## src/rtl/alarm_ctrl.sv

```systemverilog
// Alarm clock controller: setpoint editing from a set pushbutton, and an
// IDLE/ARMED/RINGING/SNOOZE state machine driven by time match and second ticks.
module alarm_ctrl #(
  parameter int SNOOZE_MIN = 5,
  parameter int RING_SEC   = 60
) (
  input  logic       clk,
  input  logic       reset,
  input  logic       sec_tick,
  input  logic       PB,
  input  logic [1:0] SWITCH,
  input  logic       SNOOZE_PB,
  input  logic [4:0] H_IN,
  input  logic [5:0] M_IN,
  input  logic [5:0] S_IN,
  output logic [4:0] ALARM_H,
  output logic [5:0] ALARM_M,
  output logic       ARMED,
  output logic       OUT_LED
);

  localparam logic [1:0] S_IDLE    = 2'd0;
  localparam logic [1:0] S_ARMED   = 2'd1;
  localparam logic [1:0] S_RINGING = 2'd2;
  localparam logic [1:0] S_SNOOZE  = 2'd3;

  localparam logic [1:0] SW_HOURS  = 2'b00;
  localparam logic [1:0] SW_MINS   = 2'b01;
  localparam logic [1:0] SW_TOGGLE = 2'b10;

  localparam logic [9:0] SNZ_LOAD  = 10'(SNOOZE_MIN * 60);
  localparam logic [7:0] RING_LAST = 8'(RING_SEC - 1);

  logic [1:0] state;
  logic [7:0] ring_cnt;
  logic [9:0] snz_cnt;
  logic       pb_q;
  logic       snz_pb_q;
  logic       match_q;

  logic pb_edge;
  logic snz_edge;
  logic toggle;
  logic match;
  logic trigger;

  assign pb_edge  = PB & ~pb_q;
  assign snz_edge = SNOOZE_PB & ~snz_pb_q;
  assign toggle   = pb_edge & (SWITCH == SW_TOGGLE);
  // Compared against the live setpoint, so an edit that lands on the current time fires.
  assign match    = (H_IN == ALARM_H) & (M_IN == ALARM_M) & (S_IN == 6'd0);
  assign trigger  = match & ~match_q;

  assign ARMED   = (state != S_IDLE);
  assign OUT_LED = (state == S_RINGING);

  // NOTE: sequential state uses non-blocking assignments so every register
  // samples pre-edge values, independent of statement order.
  always_ff @(posedge clk) begin
    if (!reset) begin
      pb_q     <= 1'b0;
      snz_pb_q <= 1'b0;
      match_q  <= 1'b0;
      ALARM_H  <= 5'd0;
      ALARM_M  <= 6'd0;
    end else begin
      pb_q     <= PB;
      snz_pb_q <= SNOOZE_PB;
      match_q  <= match;
      if (pb_edge && SWITCH == SW_HOURS)
        ALARM_H <= (ALARM_H == 5'd23) ? 5'd0 : ALARM_H + 5'd1;
      if (pb_edge && SWITCH == SW_MINS)
        ALARM_M <= (ALARM_M == 6'd59) ? 6'd0 : ALARM_M + 6'd1;
    end
  end

  // Each branch checks events in priority order: toggle, snooze, expiry, trigger.
  always_ff @(posedge clk) begin
    if (!reset) begin
      state    <= S_IDLE;
      ring_cnt <= 8'd0;
      snz_cnt  <= 10'd0;
    end else begin
      case (state)
        S_IDLE: begin
          if (toggle) state <= S_ARMED;
        end
        S_ARMED: begin
          if (toggle) begin
            state <= S_IDLE;
          end else if (trigger) begin
            state    <= S_RINGING;
            ring_cnt <= 8'd0;
          end
        end
        S_RINGING: begin
          if (toggle) begin
            state <= S_IDLE;
          end else if (snz_edge) begin
            state   <= S_SNOOZE;
            snz_cnt <= SNZ_LOAD;
          end else if (sec_tick) begin
            if (ring_cnt == RING_LAST) state <= S_ARMED;
            else                       ring_cnt <= ring_cnt + 8'd1;
          end
        end
        S_SNOOZE: begin
          if (toggle) begin
            state <= S_IDLE;
          end else if (sec_tick) begin
            if (snz_cnt == 10'd1) begin
              state    <= S_RINGING;
              ring_cnt <= 8'd0;
            end else begin
              snz_cnt <= snz_cnt - 10'd1;
            end
          end
        end
        default: state <= S_IDLE;
      endcase
    end
  end

endmodule
```

## config.mk

```make
export PLATFORM = sky130hd
export DESIGN_NAME = alarm_ctrl
export DESIGN_NICKNAME = d
export VERILOG_FILES = /design/src/rtl/alarm_ctrl.sv
export SDC_FILE = /design/constraint.sdc
export NUM_CORES = 1
export LEC_CHECK = 0
export CORE_ASPECT_RATIO = 0.9
export CORE_MARGIN = 2
export CORE_UTILIZATION = 56
export CTS_CLUSTER_SIZE = 40
export DETAILED_ROUTE_END_ITERATION = 8
export GPL_ROUTABILITY_DRIVEN = 0
export MAX_ROUTING_LAYER = met4
export PLACE_DENSITY = 0.94
export RECOVER_POWER = 25
export SYNTH_ARGS = -nofsm -noshare
export SYNTH_HDL_FRONTEND = slang
export SYNTH_SLANG_ARGS = --single-unit
```

## constraint.sdc

```tcl
create_clock -name clk -period 5.7 [get_ports clk]
set_clock_uncertainty 0.2 [all_clocks]
set_input_delay 0.57 -clock clk [delete_from_list [all_inputs] [get_ports clk]]
set_output_delay 0.57 -clock clk [all_outputs]
set_load 0.005 [all_outputs]
```

### Yosys cells after proc, flatten, opt, wreduce, memory -nomap -nowiden

Cells that the tools add are included.

| word-level totals | value |
|---|---|
| word-level logic and storage cells | 89 |
| latch bits | 0 |
| RAM bits | 0 |
| memories kept | 0 |
| input port bits | 24 |
| bits in read-only memories | 0 |
| register bits after elaboration | 34 |
| output and inout bits | 13 |

| cells by class | value |
|---|---|
| divide/modulo/power cells | 0 |
| reduce and logical (&&, ||, !) cells | 11 |
| $lt $le $gt $ge | 0 |
| bitwise operators | 9 |
| mux-type cells | 29 |
| equal/unequal tests | 28 |
| shift operators | 0 |
| $mul | 0 |
| add/sub/neg operators | 4 |

Operators with widths:

| cell | count |
|---|---|
| $mux 8 | 9 |
| $mux 10 | 5 |
| $pmux 8 s3 | 1 |
| $ne 2x2->1 const B | 11 |
| $mux 2 | 10 |
| $pmux 10 s2 | 1 |
| $reduce_and 6->1 | 2 |
| $eq 10x1->1 const B | 1 |
| $reduce_and 10->1 | 1 |
| $sub 10x1->10 const B | 1 |
| $ne 3x3->1 const B | 3 |
| $add 8x1->8 const B | 1 |
| $eq 8x6->1 const B | 1 |
| $pmux 2 s4 | 1 |
| $add 6x1->6 const B | 1 |
| $and 1x1->1 | 6 |
| $eq 2x2->1 const B | 3 |
| $eq 6x6->1 | 1 |
| $eq 6x6->1 const B | 1 |
| $logic_not 6->1 | 1 |
| $mux 6 | 1 |
| $add 5x1->5 const B | 1 |
| $eq 5x5->1 | 1 |
| $eq 5x5->1 const B | 1 |
| 10 further kinds | 16 |

### Logic depth before layout (Yosys ltp)

Gate-level depths: netlist of the first run.

| logic depth | value |
|---|---|
| depth after elaboration | 7 |
| gate-level depth with buffers | 8 |

### Worst setup path before layout of the first run

OpenSTA, ideal clock, no wires.

| path | value |
|---|---|
| kind | input port to flip-flop |
| start point | in SNOOZE_PB |
| end point | reg ring_cnt[0] |
| buffers on the path | 0 |
| arrival time | 1804 ps |
| stages | 5 |
| path slack | 3624 ps |
| data required time | 5428 ps |
| path through | nor2b_1 -> a211o_1 -> a22o_1 -> a211oi_4 -> mux2i_1 |

| on the way | value |
|---|---|
| cells in the longest elaborated chain, start to end | 3 |

Ends and longest elaborated chain:

| what | RTL line | RTL |
|---|---|---|
| start: declaration | 12 | `input logic SNOOZE_PB,` |
| $and 1x1->1 | 48 | `assign snz_edge = SNOOZE_PB & ~snz_pb_q;` |
| $ne 2x2->1 (no line) | - |  |
| $reduce_and 10->1 (no line) | - |  |
| end signal: assignment | 104 | `else ring_cnt <= ring_cnt + 8'd1;` |
| end: declaration | 35 | `logic [7:0] ring_cnt;` |

No other way between the ends.
A chain may end at the register's enable or synchronous reset.

### Worst setup path after layout of the first run

| path | value |
|---|---|
| start point | reg state[1] |
| end point | out OUT_LED |

| on the way | value |
|---|---|
| cells in the longest elaborated chain, start to end | 1 |

Ends and longest elaborated chain:

| what | RTL line | RTL |
|---|---|---|
| start: declaration | 34 | `logic [1:0] state;` |
| start signal: assignment | 80 | `state <= S_IDLE;` |
| start signal: assignment | 86 | `if (toggle) state <= S_ARMED;` |
| start signal: assignment | 90 | `state <= S_IDLE;` |
| $eq 2x2->1 | 55 | `assign OUT_LED = (state == S_RINGING);` |
| end: declaration | 19 | `output logic OUT_LED` |

No other way between the ends.

==> results_dict.tcl, run 1 <==
set metrics [dict create \
    status "finished clean" \
    crit_family "simple AND/OR/NAND/NOR gates" \
    antenna_found_initial 0 \
    critPathCaptureType "output port" \
    start_util_pct 58.4 \
    relSlewSlack_pct 47.9 \
    slowest_delay_ns 0.66 \
    synthCells 228 \
    cts_buffers 5 \
    syn_to_final_growth_pct 23.9 \
    core-area_um2 3350 \
    cp_max_fo 11 \
    clock_sinks 34 \
    rsz0062_at_grt "no" \
    ys_warn_count 0 \
    crit_arrival_ns 2.00 \
    r2r-start "state[1]$_SDFFE_PN0P_" \
    vias_per_cell 6.07 \
    syn_avg_cell_area_um2 8.58 \
    grt_usage_pct 26.1 \
    avgRoutedWirePerCell_um 14.9 \
    p_leak_nw 0.925 \
    dr.pass1.iters 5 \
    synth_nets 257 \
    drc 0 \
    dieArea_um2 3980 \
    nNetsFinal 293 \
    row_count 20 \
    first_iter_violations 151 \
    final-hold-violation-count 0 \
    die_x_um 66.3 \
    grt_pass1_vias 1757 \
    setup_viol 0 \
    total_power_w 0.000474 \
    io_pins 37 \
    grt_pass1_wl_um 7570 \
    layout_min_cycle_time_ns 2.77 \
    crit_chain "nor2b_1, clkdlybuf4s50_1" \
    hold_buffers 0 \
    drv_cap 0 \
    fmax_mhz 362 \
    grt-ovfl-total 0 \
    routed_wl_um 4600 \
    setup_slack_ns 2.93 \
    synth_flop_cell "dfxtp_1" \
    cts_tree "built" \
    insertedDiodeCount 0 \
    multi_input_comb_area_um2 1210 \
    pre_cts_slack_ns 2.94 \
    drtAntennaViolNets 0 \
    regArea_um2 681 \
    cts_root_buffer "clkbuf_8" \
    whs_endpoint "ring_cnt[1]$_SDFFE_PN0P_" \
    fillers 240 \
    path_buf_inv 1 \
    ys_ff_latch 34 \
    synth-edff-count 0 \
    min-delay-start "ring_cnt[1]$_SDFFE_PN0P_" \
    hold_class "flip-flop to flip-flop" \
    ys_types 51 \
    fp.dieH_um 60.1 \
    tightest_slew_ns 0.780 \
    cts_max_level 2 \
    ys_seq_area_share_pct 34.8 \
    power_density_nw_per_um2 196 \
    hold_depth 2 \
    period_share_pct 48.5 \
    worstSkewPairLatency_ns 0.29 \
    criticalPathCategory "flip-flop to output port" \
    cts_buffer_depth 2 \
    report.final.slew_viol_count 0 \
    grt_max_degree 20 \
    post_cts_resized 0 \
    async_flop_share_pct 0 \
    tns_ns 0 \
    r2r_end "snz_cnt[5]$_SDFFE_PN0P_" \
    worstSetupStartpointType "flip-flop" \
    rrSetupSlack_ns 3.27 \
    reg2reg_depth 4 \
    syn_area_um2 1960 \
    drive_above_1_share_pct 7.55 \
    crit_slowest_cell "nor2b_1" \
    clk_pin_slew_ns 0.07 \
    vias 1875 \
    postCtsSetupBuffers 0 \
    hpwlAfterDp_um 3180 \
    port_buffers 36 \
    critical_path_required_ns 4.93 \
    peakVddDrop_v 0.000165 \
]
-- metrics by stage --
step	util [%]	std cells	hold WS [ns]	instance area, µm²
after detailed placement	69.6	301	0.274	2330
after CTS	72.3	309	0.285	2420
after floorplan	-	228	0.247	1960
after global routing	72.3	309	0.310	2420
after global placement	69.6	301	0.261	2330
final	72.3	309	0.285	2420
-- synth_stat cells, types with 4 or more instances --
library cell | number | share of area, %
dfxtp_1 | 34 | 35
xor2_1 | 13 | 5.8
nand2_1 | 22 | 4.2
and4_1 | 4 | 1.8
o21ai_1 | 10 | 2.6
inv_1 | 8 | 1.5
or4_1 | 5 | 1.9
nand3_1 | 11 | 2.8
nand4_1 | 7 | 2.2
mux2i_1 | 5 | 2.6
xnor2_1 | 5 | 2.2
a31oi_1 | 6 | 1.9
ha_1 | 5 | 3.2
o31ai_1 | 5 | 1.9
nor3_1 | 7 | 1.8
a21oi_1 | 12 | 3.1
or3_1 | 6 | 1.9
nor2_1 | 17 | 3.3
-- worst register-to-register path, cell delays in order (launching register included) --
cell and delay [ns]:
dfxtp_1 0.40, nor2b_1 0.66, a32oi_2 0.37, or4_1 0.56
a31oi_1 0.16
-- final cells by class --
cell class                 count  area share [%]
multi-input combinational    179            49.8
sequential                    34            28.1
timing repair buffer          36            14.9
clock buffer                   7            3.56
tap                           44            2.27
inverter                       8            1.24
clock inverter                 1           0.206
-- worst max-delay path by stage --
stage / start / to / depth (start not counted)
detailed placement: SNOOZE_PB / snz_cnt[5]$_SDFFE_PN0P_ / 5
global route: state[1]$_SDFFE_PN0P_ / OUT_LED / 2
floorplan: SNOOZE_PB / ring_cnt[0]$_SDFFE_PN0P_ / 5
CTS: state[1]$_SDFFE_PN0P_ / OUT_LED / 2
finish: state[1]$_SDFFE_PN0P_ / OUT_LED / 2
global placement: SNOOZE_PB / snz_cnt[8]$_SDFFE_PN0P_ / 5
-- power by group --
part	internal [W]	total [W]	switching, W
registers	0.000239	0.000242	0.00000265
logic	0.0000251	0.0000463	0.0000212
clock network	0.0000974	0.000186	0.0000885
total	0.000362	0.000474	0.000112
-- state kept, by name, indices dropped and copies added (netlist names) --
signal,cells
pb_q,1
ALARM_H,5
ALARM_M,6
match_q,1
snz_cnt,10
state,2
snz_pb_q,1
ring_cnt,8
-- cells by family (layout without fill, tap and decap cells) --
kind of cell	count (synthesis)	after routing	synth area share, %
muxes	6	6	3.13
xor gates and xnor gates	18	18	8.06
and+or+nand+nor	104	104	30.9
buffers and inverters	15	52	3.52
DFF	34	34	34.8
AOI/OAI and AO/OA	46	46	16.4
adders and majority gates	5	5	3.20
-- layout by cell type, fill, tap and decap left out, drive strengths merged, types with 2 or more instances in the layout --
cell type,instances
and2,3
and4,4
or2,3
a31oi,6
a21oi,12
clkbuf,7
mux2i,5
or3,6
nand2,22
ha,5
and4bb,2
nor4,4
nor2,17
inv,8
or4,5
nor2b,2
a41oi,2
xor2,13
nand3b,2
nor3b,2
a211oi,2
nor4b,2
o31ai,5
clkdlybuf4s50,26
dfxtp,34
dlygate4sd3,10
nand4,7
and3,3
nand3,11
nor3,7
o21ai,11
xnor2,5
-- layer usage --
layer / vias to the layer above / track usage, % / share of wire [%]
li1: 912 / - / -
met4: 0 / 9.91 / 1.6
met2: 71 / 42.9 / 48
met5: - / - / 0
met1: 884 / 30.0 / 44
met3: 8 / 8.29 / 6.5
Note: power is estimated with default switching activity, not from simulation.
==> run 2, diff against run 1 <==
- CORE_UTILIZATION: 56 -> 52
- PLACE_DENSITY: 0.94 -> 0.89
- clock period: 5.7 -> 2.6 ns (I/O delays scaled with it)
==> results_dict.tcl, run 2 (synthesis gave the netlist of run 1 again) <==
set metrics [dict create \
    use_met1_pct 32.5 \
    p_sw_share_pct 24.4 \
    syn_to_final_growth_pct 24.4 \
    reg_top3 "snz_cnt (10), ring_cnt (8), ALARM_M (6)" \
    pwr-share-clk_pct 37.2 \
    drc 0 \
    top_register "snz_cnt" \
    postCtsSetupBuffers 0 \
    vias 1860 \
    insertedDiodeCount 0 \
    drv_cap 0 \
    nNetsFinal 297 \
    criticalPathCategory "flip-flop to flip-flop" \
    grt-ovfl-total 0 \
    final_cell_mix "34 x dfxtp_1, 29 x clkdlybuf4s50_1, 22 x nand2_1, 17 x nor2_1, 13 x xor2_1" \
    dr.pass1.iters 4 \
    final-hold-violation-count 0 \
    met2_usage_pct 36.7 \
    p_leak_nw 0.925 \
    seqPwrFrac_pct 52.7 \
    die_x_um 68.7 \
    fp.dieH_um 62.2 \
    clock_sinks 34 \
    vias_per_cell 5.92 \
    drtAntennaViolNets 0 \
    hold_buffers 0 \
    grt_pass1_vias 1783 \
    period_share_pct 90.1 \
    row_count 21 \
    layout_min_cycle_time_ns 2.34 \
    cp_max_fo 18 \
    critPathCaptureType "flip-flop" \
    grt_usage_pct 25.0 \
    stdcell_area_um2 2430 \
    antenna_found_initial 0 \
    first_iter_violations 147 \
    report.final.slew_viol_count 0 \
    tns_ns 0 \
    io_pins 37 \
    cts_max_level 2 \
    tightest_slew_ns 0.759 \
    hpwlAfterDp_um 3360 \
    cts_buffers 5 \
    final_common_cell "dfxtp_1" \
    p_int_w 0.000760 \
    port_buffers 36 \
    avgRoutedWirePerCell_um 14.7 \
    worstSkewPairLatency_ns 0.29 \
    peakVddDrop_v 0.000250 \
    dieArea_um2 4270 \
    post_cts_resized 0 \
    critical_path_required_ns 2.61 \
    routed_wl_um 4620 \
    cts_tree "built" \
    clk_pin_slew_ns 0.07 \
    hold_class "flip-flop to flip-flop" \
    start_util_pct 53.6 \
    grt_pass1_wl_um 7880 \
    setup_viol 0 \
    grt_util_met3_pct 5.25 \
    p_switching_w 0.000245 \
    relSlewSlack_pct 49.4 \
    largest_reg_flops 10 \
    rsz0062_at_grt "no" \
    combPwrFrac_pct 10.1 \
    placed_cell_area_um2 2370 \
    fmax_mhz 427 \
    drive_above_1_share_pct 8.21 \
    grt_max_degree 19 \
    status "finished clean" \
    core-area_um2 3650 \
    worstSetupStartpointType "flip-flop" \
    top_usage_layer "met2" \
    cts_buffer_depth 2 \
    power_density_nw_per_um2 413 \
    crit_arrival_ns 2.35 \
    cts_root_buffer "clkbuf_8" \
]
-- run 2: layout make-up --
| type | count | area [µm²] |
|---|---|---|
| Fill cell | 315 | 1220 |
| Multi-Input combinational cell | 179 | 1200 |
| Sequential cell | 34 | 681 |
| Timing Repair Buffer | 40 | 387 |
| Clock buffer | 5 | 68.8 |
| Tap cell | 46 | 57.6 |
| Inverter | 8 | 30.0 |
| Clock inverter | 2 | 10.0 |
-- run 2: through the flow --
| step | worst slack (ns) | hold slack [ns] | instances | utilization (%) | power [W] |
|---|---|---|---|---|---|
| floorplan | 0.548 | 0.182 | 228 | - | 0.000589 |
| CTS | 0.292 | 0.280 | 314 | 66.9 | 0.00101 |
| global route | 0.0695 | 0.314 | 314 | 66.7 | 0.00104 |
| global placement | 0.214 | 0.261 | 307 | 64.8 | 0.000641 |
| finish | 0.258 | 0.279 | 314 | 66.7 | 0.00101 |
| detailed placement | 0.130 | 0.271 | 307 | 64.8 | 0.000644 |
-- run 2: worst max-delay path, stage by stage (launching register included) --
cell,delay [ns]
dfxtp_1,0.32
inv_1,0.10
ha_1,0.14
nor3b_1,0.27
nand3_1,0.19
a32oi_2,0.69
o21ai_1,0.16
a31oi_1,0.19
-- run 2: per-layer routing --
| metal | up-vias | part of all wire [%] |
|---|---|---|
| li1 | 921 | - |
| met3 | 13 | 4.7 |
| met1 | 871 | 44 |
| met2 | 55 | 48 |
| met4 | 0 | 2.8 |
| met5 | - | 0 |
-- run 2: worst paths after layout --
check                           cells after the start                startpoint  slack, ns                       end
worst max-delay path                                7   snz_cnt[1]$_SDFFE_PN0P_       0.26   snz_cnt[2]$_SDFFE_PN0P_
worst min-delay path                                2  ring_cnt[1]$_SDFFE_PN0P_       0.28  ring_cnt[1]$_SDFFE_PN0P_
worst max register to register                      7   snz_cnt[1]$_SDFFE_PN0P_       0.26   snz_cnt[2]$_SDFFE_PN0P_
worst min register to register                      2  ring_cnt[1]$_SDFFE_PN0P_       0.28  ring_cnt[1]$_SDFFE_PN0P_
-- run 2: power groups by stage --
stage	Clock [W]	Combinational (W)	Sequential (W)
final	0.000374	0.000102	0.000530
after global routing	0.000397	0.000110	0.000530
after floorplan	0	0.0000481	0.000541
after detailed placement	0	0.000102	0.000542
after global placement	0	0.0000994	0.000542
after CTS	0.000380	0.000103	0.000530
==> run 3, diff against run 2 <==
- CORE_ASPECT_RATIO: 0.9 -> unset
- SKIP_LAST_GASP: unset -> 1
==> results_dict.tcl, run 3 (synthesis gave the netlist of run 1 again) <==
set metrics [dict create \
    syn_to_final_growth_pct 25.6 \
    pre_cts_slack_ns 0.176 \
    hold-worst-slack_ns 0.288 \
    vias_per_cell 5.84 \
    hpwlAfterDp_um 3290 \
    cp_max_fo 8 \
    wl_met2_um 2280 \
    grt-ovfl-total 0 \
    drv_cap 0 \
    crit_arrival_ns 2.31 \
    io_pins 37 \
    final_cell_mix "34 x dfxtp_1, 31 x clkdlybuf4s50_1, 22 x nand2_1, 17 x nor2_1, 13 x xor2_1" \
    p_sw_share_pct 23.5 \
    worstSetupStartpointType "flip-flop" \
    reg_top3 "snz_cnt (10), ring_cnt (8), ALARM_M (6)" \
    rsz0062_at_grt "no" \
    p_int_w 0.000796 \
    row_count 22 \
    grt_pass1_vias 1773 \
    largest_reg_flops 10 \
    fmax_mhz 437 \
    reg2reg_depth 6 \
    critical_path_required_ns 2.63 \
    postCtsSetupBuffers 0 \
    vias 1856 \
    first_iter_violations 97 \
    cts_buffer_depth 2 \
    power_density_nw_per_um2 423 \
    cts_buffers 5 \
    clk_pin_slew_ns 0.07 \
    core-area_um2 3630 \
    grt_max_degree 19 \
    grt_pass1_wl_um 7760 \
    fin_util_pct 67.6 \
    topRoutingLayerUsed "met4" \
    fp.dieH_um 65.3 \
    period_share_pct 88.0 \
    cts_max_level 2 \
    seqPwrFrac_pct 51.0 \
    post_cts_resized 0 \
    combPwrFrac_pct 9.8 \
    final-hold-violation-count 0 \
    dr.pass1.iters 4 \
    total_power_w 0.00104 \
    status "finished clean" \
    grt_usage_pct 23.9 \
    routed_wl_um 4530 \
    drive_above_1_share_pct 8.52 \
    pwr-share-clk_pct 39.1 \
    hold_class "flip-flop to flip-flop" \
    nNetsFinal 298 \
    port_buffers 36 \
    die_x_um 65.3 \
    hold_depth 2 \
    dieArea_um2 4270 \
    setup_slack_ns 0.312 \
    insertedDiodeCount 0 \
    wl_met3_um 227 \
    final_common_cell "dfxtp_1" \
    criticalPathCategory "flip-flop to flip-flop" \
    p_switching_w 0.000245 \
    setup_viol 0 \
    drc 0 \
    tns_ns 0 \
    worstSkewPairLatency_ns 0.29 \
    antenna_found_initial 0 \
    drtAntennaViolNets 0 \
    critPathCaptureType "flip-flop" \
    clock_sinks 34 \
    avgRoutedWirePerCell_um 14.2 \
    hold_buffers 0 \
    layout_min_cycle_time_ns 2.29 \
    fillers 297 \
    peakVddDrop_v 0.000286 \
    wl_met1_um 1930 \
    p_leak_nw 0.929 \
    report.final.slew_viol_count 0 \
    tightest_slew_ns 0.700 \
    start_util_pct 53.9 \
    cts_tree "built" \
    cts_root_buffer "clkbuf_8" \
    relSlewSlack_pct 53.3 \
    top_register "snz_cnt" \
]
==> run 3: per-layer routing <==
layer  vias to the layer above  global-route usage (%)
met4                         0                    9.11
met5                         -                       -
met3                        11                    6.16
met1                       866                    26.2
met2                        58                    41.6
li1                        921                       -
==> run 3: final timing paths <==
kind,startpoint,end,slack (ns)
min,ring_cnt[1]$_SDFFE_PN0P_,ring_cnt[1]$_SDFFE_PN0P_,0.29
max,ring_cnt[0]$_SDFFE_PN0P_,ring_cnt[1]$_SDFFE_PN0P_,0.31
max reg2reg,ring_cnt[0]$_SDFFE_PN0P_,ring_cnt[1]$_SDFFE_PN0P_,0.31
min reg2reg,ring_cnt[1]$_SDFFE_PN0P_,ring_cnt[1]$_SDFFE_PN0P_,0.29
==> run 3: power by group through the flow <==
stage | Combinational (W) | Clock [W] | Sequential, W
finish | 0.000102 | 0.000407 | 0.000531
global route | 0.000111 | 0.000437 | 0.000531
CTS | 0.000104 | 0.000412 | 0.000530
detailed placement | 0.000103 | 0 | 0.000542
global placement | 0.000101 | 0 | 0.000542
floorplan | 0.0000481 | 0 | 0.000541
==> run 3: final cells by class <==
class,count,area (µm²),area share [%]
inverter,8,30.0,1.22
multi-input combinational,179,1200,48.9
tap,48,60.1,2.44
sequential,34,681,27.7
clock inverter,1,5.00,0.204
clock buffer,7,86.3,3.51
timing repair buffer,41,394,16.0
==> run 3: metrics by stage <==
stage / instances / area, µm²
global route: 318 / 2460
global placement: 310 / 2380
finish: 318 / 2460
detailed placement: 310 / 2380
floorplan: 228 / 1960
CTS: 318 / 2470
==> run 3: critical path: stages, from the launching register on <==
cell and delay, ns:
dfxtp_1 0.34, ha_1 0.26, nor4b_1 0.19, a211o_1 0.34, a22o_1 0.23, a211oi_4 0.43
mux2i_1 0.23
